===== src/rtl/neo_pkg.sv =====
// rtl/neo_pkg.sv - shared types and defaults for the NEO sample reader
// Purpose : reader FSM state encoding and default sample width / sweep depth.
// Ports   : none (package).
// Config  : NEO_COMPUTE_EN (see neo_sample_reader.sv).
package neo_pkg;

   localparam int N_DEF = 16;
   localparam int M_DEF = 16;

   typedef enum logic [2:0] {
      IDLE,
      ISSUE,
      CAPTURE,
      OUT,
      DONE
   } reader_state_t;

endpackage


===== src/rtl/neo_window_shift.sv =====
// rtl/neo_window_shift.sv - 3-deep signed sample window shift register
// Purpose : holds x[n-1], x[n], x[n+1]; new samples enter at x_next.
// Ports   : i_clk, i_reset (async, active-high), i_clr (sync clear),
//           i_shift (shift enable), i_din (new sample),
//           o_x_prev / o_x_curr / o_x_next (window taps).
module neo_window_shift #(
   parameter int N = 16
) (
   input  logic                i_clk,
   input  logic                i_reset,
   input  logic                i_clr,
   input  logic                i_shift,
   input  logic signed [N-1:0] i_din,
   output logic signed [N-1:0] o_x_prev,
   output logic signed [N-1:0] o_x_curr,
   output logic signed [N-1:0] o_x_next
);

   logic signed [N-1:0] r_prev;
   logic signed [N-1:0] r_curr;
   logic signed [N-1:0] r_next;

   always_ff @(posedge i_clk or posedge i_reset) begin
      if (i_reset) begin
         r_prev <= '0;
         r_curr <= '0;
         r_next <= '0;
      end else if (i_clr) begin
         r_prev <= '0;
         r_curr <= '0;
         r_next <= '0;
      end else if (i_shift) begin
         r_prev <= r_curr;
         r_curr <= r_next;
         r_next <= i_din;
      end
   end

   assign o_x_prev = r_prev;
   assign o_x_curr = r_curr;
   assign o_x_next = r_next;

endmodule


===== src/rtl/neo_sample_reader.sv =====
// rtl/neo_sample_reader.sv - sweeps sample memory and emits 3-sample windows
// Purpose : reads addresses 0..M-1 (1-cycle read latency), builds sliding
//           windows (x[n-1], x[n], x[n+1]) and hands them downstream over
//           valid/ready. Optional NEO result psi = x[n]^2 - x[n-1]*x[n+1].
// Config  : NEO_COMPUTE_EN defined -> psi computed; undefined -> psi tied to 0.
// Ports   : i_clk, i_reset (async, active-high), i_start (pulse),
//           o_raddr (registered read address), i_rdata (read data),
//           o_out_valid / i_out_ready (window handshake),
//           o_x_prev / o_x_curr / o_x_next (window), o_psi (NEO result),
//           o_busy (sweep in progress), o_done (1-cycle end-of-sweep pulse).
module neo_sample_reader
   import neo_pkg::*;
#(
   parameter int N  = N_DEF,
   parameter int M  = M_DEF,
   parameter int AW = $clog2(M) + 1
) (
   input  logic                  i_clk,
   input  logic                  i_reset,
   input  logic                  i_start,
   output logic [AW-1:0]         o_raddr,
   input  logic signed [N-1:0]   i_rdata,
   output logic                  o_out_valid,
   input  logic                  i_out_ready,
   output logic signed [N-1:0]   o_x_prev,
   output logic signed [N-1:0]   o_x_curr,
   output logic signed [N-1:0]   o_x_next,
   output logic signed [2*N:0]   o_psi,
   output logic                  o_busy,
   output logic                  o_done
);

   reader_state_t       r_state;
   logic [AW-1:0]       r_ptr;
   logic [1:0]          r_fill;
   logic [AW-1:0]       r_raddr;
   logic                r_out_valid;
   logic                r_busy;
   logic                r_done;

   logic [AW-1:0]       w_ptr_inc;
   logic [1:0]          w_fill_inc;
   logic                w_shift;
   logic                w_clr;
   logic                w_last;
   logic signed [N-1:0] w_x_curr;
   logic signed [N-1:0] w_x_next;

   assign w_ptr_inc  = r_ptr + 1'b1;
   assign w_fill_inc = (r_fill == 2'd3) ? 2'd3 : r_fill + 2'd1;
   assign w_shift    = (r_state == CAPTURE);
   assign w_clr      = (r_state == IDLE) && i_start;
   // ptr has already advanced past the last captured address
   assign w_last     = (r_ptr == AW'(M));

   neo_window_shift #(.N(N)) u_window (
      .i_clk    (i_clk),
      .i_reset  (i_reset),
      .i_clr    (w_clr),
      .i_shift  (w_shift),
      .i_din    (i_rdata),
      .o_x_prev (o_x_prev),
      .o_x_curr (w_x_curr),
      .o_x_next (w_x_next)
   );

   assign o_x_curr = w_x_curr;
   assign o_x_next = w_x_next;

   always_ff @(posedge i_clk or posedge i_reset) begin
      if (i_reset) begin
         r_state     <= IDLE;
         r_ptr       <= '0;
         r_fill      <= '0;
         r_raddr     <= '0;
         r_out_valid <= 1'b0;
         r_busy      <= 1'b0;
         r_done      <= 1'b0;
      end else begin
         case (r_state)
            IDLE: begin
               r_done <= 1'b0;
               if (i_start) begin
                  r_ptr   <= '0;
                  r_fill  <= '0;
                  r_raddr <= '0;
                  r_busy  <= 1'b1;
                  r_state <= ISSUE;
               end
            end
            ISSUE: begin
               r_state <= CAPTURE;
            end
            CAPTURE: begin
               r_ptr  <= w_ptr_inc;
               r_fill <= w_fill_inc;
               // after the final capture the address is held so it never reaches M
               if (w_ptr_inc < AW'(M)) begin
                  r_raddr <= w_ptr_inc;
               end
               if (w_fill_inc == 2'd3) begin
                  r_out_valid <= 1'b1;
                  r_state     <= OUT;
               end else begin
                  r_state <= ISSUE;
               end
            end
            OUT: begin
               if (i_out_ready) begin
                  r_out_valid <= 1'b0;
                  if (w_last) begin
                     r_done  <= 1'b1;
                     r_state <= DONE;
                  end else begin
                     r_state <= ISSUE;
                  end
               end
            end
            DONE: begin
               r_done  <= 1'b0;
               r_busy  <= 1'b0;
               r_state <= IDLE;
            end
            default: begin
               r_state <= IDLE;
            end
         endcase
      end
   end

   assign o_raddr     = r_raddr;
   assign o_out_valid = r_out_valid;
   assign o_busy      = r_busy;
   assign o_done      = r_done;

`ifdef NEO_COMPUTE_EN
   // Operands are sign-extended to full product width so the multiplies are
   // exact; psi is evaluated on the window that will exist after the shift.
   logic signed [2*N-1:0] w_a;
   logic signed [2*N-1:0] w_b;
   logic signed [2*N-1:0] w_c;
   logic signed [2*N-1:0] w_sq;
   logic signed [2*N-1:0] w_cross;
   logic signed [2*N:0]   w_psi;
   logic signed [2*N:0]   r_psi;

   assign w_a     = {{N{w_x_curr[N-1]}}, w_x_curr};
   assign w_b     = {{N{w_x_next[N-1]}}, w_x_next};
   assign w_c     = {{N{i_rdata[N-1]}},  i_rdata};
   assign w_sq    = w_b * w_b;
   assign w_cross = w_a * w_c;
   assign w_psi   = {w_sq[2*N-1], w_sq} - {w_cross[2*N-1], w_cross};

   always_ff @(posedge i_clk or posedge i_reset) begin
      if (i_reset) begin
         r_psi <= '0;
      end else if ((r_state == CAPTURE) && (w_fill_inc == 2'd3)) begin
         r_psi <= w_psi;
      end
   end

   assign o_psi = r_psi;
`else
   assign o_psi = '0;
`endif

endmodule


===== config.mk =====
export PLATFORM = sky130hd
export DESIGN_NAME = neo_sample_reader
export DESIGN_NICKNAME = d
export VERILOG_FILES = /design/src/rtl/neo_pkg.sv /design/src/rtl/neo_window_shift.sv /design/src/rtl/neo_sample_reader.sv
export SDC_FILE = /design/constraint.sdc
export NUM_CORES = 1
export LEC_CHECK = 0
export ABC_AREA = 1
export BUFFER_PORTS_ARGS = -buffer_cell sky130_fd_sc_hd__buf_2
export CELL_PAD_IN_SITES_DETAIL_PLACEMENT = 0
export CELL_PAD_IN_SITES_GLOBAL_PLACEMENT = 1
export CORE_MARGIN = 2
export CORE_UTILIZATION = 36
export DETAILED_ROUTE_END_ITERATION = 8
export GPL_ROUTABILITY_DRIVEN = 0
export PLACE_DENSITY_LB_ADDON = 0.1
export SLEW_MARGIN = 5
export SYNTH_ARGS = -nofsm -noshare
export SYNTH_HDL_FRONTEND = slang
export SYNTH_SLANG_ARGS = --single-unit

===== constraint.sdc =====
create_clock -name i_clk -period 2.2 [get_ports i_clk]
set_input_delay 0.11 -clock i_clk [delete_from_list [all_inputs] [get_ports i_clk]]
set_output_delay 0.11 -clock i_clk [all_outputs]
set_load 0.01 [all_outputs]

---- Yosys cells after proc, flatten, opt, wreduce, memory -nomap -nowiden ----
Index checks and enable logic that the tools add are counted.
Widths: inputs -> output; s select.
word-level totals
  logic and storage cells ................. 65
  bits of input ports ..................... 20
  output and inout port bits .............. 89
  register bits after elaboration ......... 66
operators by class
  $lt $le $gt $ge ......................... 1
  reduce and logical (&&, ||, !) cells .... 14
  muxes and demuxes ....................... 26
  equal/unequal tests ..................... 12
  add/sub/neg operators ................... 2
operators by type and width
  operator             count
  $mux 16              6
  $pmux 5 s2           2
  $pmux 3 s4           1
  $mux 5               2
  $ne 2x2->1 const B   5
  $reduce_bool 2->1    5
  $mux 3               3
  $reduce_and 3->1     3
  $eq 3x2->1 const B   2
  $mux 2               3
  $pmux 1 s2           3
  $reduce_and 2->1     3
  $add 5x1->5 const B  1
  $eq 5x5->1 const B   1
  $lt 5x5->1 const B   1
  $mux 1               5
  $eq 2x2->1 const B   2
  $pmux 2 s2           1
  $eq 3x1->1 const B   1
  $eq 3x3->1 const B   1
  $logic_not 3->1      1
  $add 2x1->2 const B  1
  $reduce_or 2->1      1
  $logic_and 1x1->1    1

---- Depth between registers and ports, before layout ----
  word-level depth ........................ 5
  gate-level depth with buffers ........... 8

---- Cells and area by module ----
Synthesis repeated with hierarchy kept, for this count alone.
second synthesis, totals
  cell total of the unflattened synthesis .. 342
  area, all modules ....................... 3014.1 um^2
by module, submodules not included
  module             area an instance (um^2)  cells an instance  times used  sequential area each (um^2)
  neo_window_shift   1898.1                   210                1           1201.2
  neo_sample_reader  1116.1                   132                1           450.4

---- Worst setup path before layout ----
Ideal clock, no wire load.
  path kind ............................... register -> register
  from .................................... register r_ptr[0]
  to ...................................... register r_raddr[3] (netlist: o_raddr[3])
  stages on the path, launching flop included .. 8
  setup slack ............................. 1.022 ns
  clock period less this slack ............ 1.178 ns
  arrival time ............................ 1.060 ns
  data required time ...................... 2.082 ns
  cells stage by stage .................... dfrtp_1 -> ha_1 -> nand3_1 -> nand2_1 -> nand3_2 -> nand2_1 -> nand2_1 -> nand2_1
between the ends
  word-level cells in the longest chain between the ends .. 4
  elaborated cells on any way between the ends .. 6
  classes of those cells .................. add/sub (1); order compare (1); eq/ne (1); mux (2); reduce/logical (1)
RTL lines
  item                               line                     source
  start, declared                    neo_sample_reader.sv:34  logic [AW-1:0] r_ptr;
  start signal, assigned             neo_sample_reader.sv:95  r_ptr <= w_ptr_inc;
  $add 5x1->5 *                      neo_sample_reader.sv:49  assign w_ptr_inc = r_ptr + 1'b1;
  $lt 5x5->1                         neo_sample_reader.sv:98  if (w_ptr_inc < AW'(M)) begin
  $ne 2x2->1 (no source line)        --
  $reduce_and 3->1 (no source line)  --
  end signal, assigned               neo_sample_reader.sv:99  r_raddr <= w_ptr_inc;
  end, declared                      neo_sample_reader.sv:36  logic [AW-1:0] r_raddr;
Mark *: on every way between the ends. The rest lies on a longest branch, timed or not. The select of a mux whose other input is x is not followed.
A chain may end at the register's enable or synchronous reset.

---- Final worst setup path ----
  from .................................... register r_state[1]
  to ...................................... register u_window.r_next[8] (netlist: u_window.o_x_next[8])
between the ends
  word-level cells in the longest chain between the ends .. 3
  elaborated cells on any way between the ends .. 5
  classes of those cells .................. eq/ne (1); mux (1); reduce/logical (3)
RTL lines
  item                                          line                     source
  start, declared                               neo_sample_reader.sv:33  reader_state_t r_state;
  start signal, assigned                        neo_sample_reader.sv:72  r_state <= IDLE;
  start signal, assigned                        neo_sample_reader.sv:88  r_state <= ISSUE;
  start signal, assigned                        neo_sample_reader.sv:92  r_state <= CAPTURE;
  $logic_not 3->1                               neo_sample_reader.sv:52  assign w_clr = (r_state == IDLE) && i_start;
  $logic_and 1x1->1                             neo_sample_reader.sv:52
  $mux 16 or $reduce_bool 2->1 (tied branches)  --
  end signal, assigned                          neo_window_shift.sv:35   r_next <= i_din;
  end, declared                                 neo_window_shift.sv:21   logic signed [N-1:0] r_next;
Several ways; a longest one is shown, not always the timed one.

==> results.ini <==
[status]
outcome=finished, final reports clean

[power]
switching_part_of_the_total=0.386
seq_power_share=0.413
power_leakage_nw=1.94
clock_power_share=0.210
ir_worst_vdd_uv=445
power_switching_mw=1.81
comb_power_share=0.376
total_power_mw=4.68
powerDensity_nw_per_um2=1300
p_int_mw=2.88

[critical_path]
critical_path.max_fanout=18
timing.critical_path.cells=o21ai_4 > inv_2 > buf_4 > o21ai_0
kind_of_critical_path=flop to flop
cp-start-kind=flop
worst_path_largest_cell_delay_ps=460
arrival_ps=1950
crit_path_top_delay_cell=sky130_fd_sc_hd__dfrtp_1
worst_ep_required_time_ps=2440
timing.critical_path.to_type=flop

[clock_tree]
tritoncts=done
cts_setup_buffers=0
numCtsBuffers=9
cts.root.buffer_cell=sky130_fd_sc_hd__clkbuf_8
clock_sink_count=66
worstSkewPairLatency_ps=330
cts.path.max_buffers=2
h_tree_levels=3
cts.reportedPaths.clkPinSlew_ps=60

[place]
buffer_ports.inserted=75
place_hpwl_um=4520
dpl.cell_count=479
detailed_place.area_um2=3270
pre_cts_slack_ps=484

[synth]
synth-edff-count=0
synthAdderAreaFrac=0.00853
synth-async-reset-ratio=1.00
synth_flop_cell=sky130_fd_sc_hd__dfrtp_1
synth-xor-area-share=0.00299
mean_cell_area_of_the_mapped_netlist_um2=9.59
post_synthesis_sequential_element_count=66
synth.area.top_cells=sky130_fd_sc_hd__dfrtp_1 (56%), sky130_fd_sc_hd__buf_4 (8.7%), sky130_fd_sc_hd__nand2_1 (6.5%)
synth-compound-area-share=0.121
synth-warning-count=0
post-synth-top-area-fraction=0.563
synthesis.instances=306
yosysTopAreaCell=sky130_fd_sc_hd__dfrtp_1
post_synth_num_cell_types=30
post_synth_instance_area_um2=2930
synth_top_family_by_area=buffers and inverters
post_synth_mux_area_share=0
synth_simple_gate_area_frac=0.119
yosysSeqAreaShare=0.563

[final_layout]
diodes=0
final-seq-area_um2=1650
n_fill_cell=818
final_common_cell=sky130_fd_sc_hd__buf_2
most-common-layout-cells=sky130_fd_sc_hd__buf_2 (75), sky130_fd_sc_hd__dfrtp_1 (66), sky130_fd_sc_hd__nand2_1 (51), sky130_fd_sc_hd__inv_1 (47), sky130_fd_sc_hd__o21ai_0 (34)
share_of_layout_cells_above_drive_strength_1=0.256
area.growth.synth_to_final_pct=23.0
layoutNonFillerInstCount=509
finalCoreUtilization=0.462
multi_input_comb_area_um2=861
final_nets=425
final_design_area_no_fill_um2=3610

[floorplan]
core.rowCount=32
num_io_pins=109
initial_core_utilization=0.376
die_area_um2=8890
dieHeight_um=94.3
die_w_um=94.3
design.core.area_um2=7810

[sta]
timing.clock.skew_ps=6.29
final.hold.worst_slack_ps=18.9
slew-limit-headroom=0.523
number_of_hold_violations_in_the_final_report=0
final.period_utilization=0.778
total_setup_violations_reported_at_the_end_of_the_flow=0
slew_at_the_pin_closest_to_its_max_slew_limit_ps=714
rsz0062_at_grt=no
fin_tns_setup_ps=0
finalCriticalPeriod_ps=1710
maxClockFrequency_mhz=584
postLayoutSetupSlackWorst_ps=489
maxSlewViolCount=0

[routing]
ant_nets=0
drc_errors=0
total_routed_length_um=6410
wl_per_cell_um=12.6
drt_first_pass_iters=4
drt-initial-drc-count=43
vias=2222
via_density=4.37

[global_route]
grt_start_max_net_pins=36
wire_length_of_the_first_global_routing_pass_um=10100
groute.usage.overall=0.149
antenna_found_initial=0
first_global_vias=2097
grt-ovfl-total=0

[flow_run]
cap_viol_max_count=0

[worst_hold_path]
min-delay-path-class=primary input to flop

[state kept, by name, summed over array words and instances, names as in the netlist]
register,count
u_window.o_x_next,16
o_out_valid,1
r_fill,2
u_window.o_x_prev,16
o_busy,1
o_done,1
r_state,3
o_raddr,5
u_window.o_x_curr,16
r_ptr,5
[synthesized netlist by cell type, types with 2 or more instances]
library cell	n
sky130_fd_sc_hd__buf_4	34
sky130_fd_sc_hd__buf_6	7
sky130_fd_sc_hd__dfrtp_1	66
sky130_fd_sc_hd__ha_1	2
sky130_fd_sc_hd__inv_1	48
sky130_fd_sc_hd__nand2_1	51
sky130_fd_sc_hd__nand3_1	10
sky130_fd_sc_hd__nor2_1	12
sky130_fd_sc_hd__nor2_2	2
sky130_fd_sc_hd__o21ai_0	34
sky130_fd_sc_hd__o21ai_1	3
sky130_fd_sc_hd__o22ai_1	19
[area by class of cell]
type,count,share of cell area
clock buffers,13,0.0413
clock inverters,2,0.0104
inverters,49,0.0510
multi-input cells,179,0.239
flip-flops and latches,66,0.458
well taps,102,0.0354
repair buffers,98,0.166
[path summary, 6_finish.rpt]
| path | slack, ps | cells past startpoint | startpoint | end |
|---|---|---|---|---|
| setup / recovery | 490 | 4 | r_state[1] | u_window.o_x_next[8] |
| hold / removal | 20 | 3 | i_rdata[8] | u_window.o_x_next[8] |
| setup reg to reg | 490 | 4 | r_state[1] | u_window.o_x_next[8] |
| hold reg to reg | 470 | 2 | o_raddr[2] | o_raddr[2] |
| max in group asynchronous | 1120 | 4 | i_reset | u_window.o_x_curr[15] |
| min in group asynchronous | 440 | 3 | i_reset | u_window.o_x_next[13] |
[critical path, delay by kind of cell (launching register included)]
| family | cells | cell delay, ps |
|---|---|---|
| DFF | 1 | 460 |
| buffers and inverters | 2 | 520 |
| AOI/OAI and AO/OA | 2 | 640 |
[cell families (layout without fill, tap and decap cells)]
kind of cell    Yosys count  in the layout
flops                    66             66
simple gates             81             81
fa+ha+maj                 2              2
xor+xnor                  1              1
compound gates           62             62
buf+inv                  93            162
other cells               1             33
[timing repair]
item,CTS,global route
hold buffers,15,0
endpoints found under the hold margin,45,0
resized for setup,0,0
[power by group through the flow]
stage                     registers, mW  logic (mW)  clock network [mW]
after floorplan                    2.13        1.08                   0
after global placement             1.96        1.77                   0
after detailed placement           1.96        1.78                   0
after CTS                          1.94        1.80                1.02
after global routing               1.99        2.01                1.08
final                              1.93        1.76               0.986
[per-layer routing]
| layer | vias to the layer above | wire, µm | share of wire | global-route usage |
|---|---|---|---|---|
| met1 | 1057 | 2930 | 0.46 | 0.201 |
| met4 | 0 | 75 | 0.012 | 0.0688 |
| li1 | 1093 | - | - | - |
| met5 | - | 0 | 0 | 0 |
| met3 | 6 | 316 | 0.049 | 0.0281 |
| met2 | 66 | 3090 | 0.48 | 0.233 |
Power figures use the tool's default switching activity.
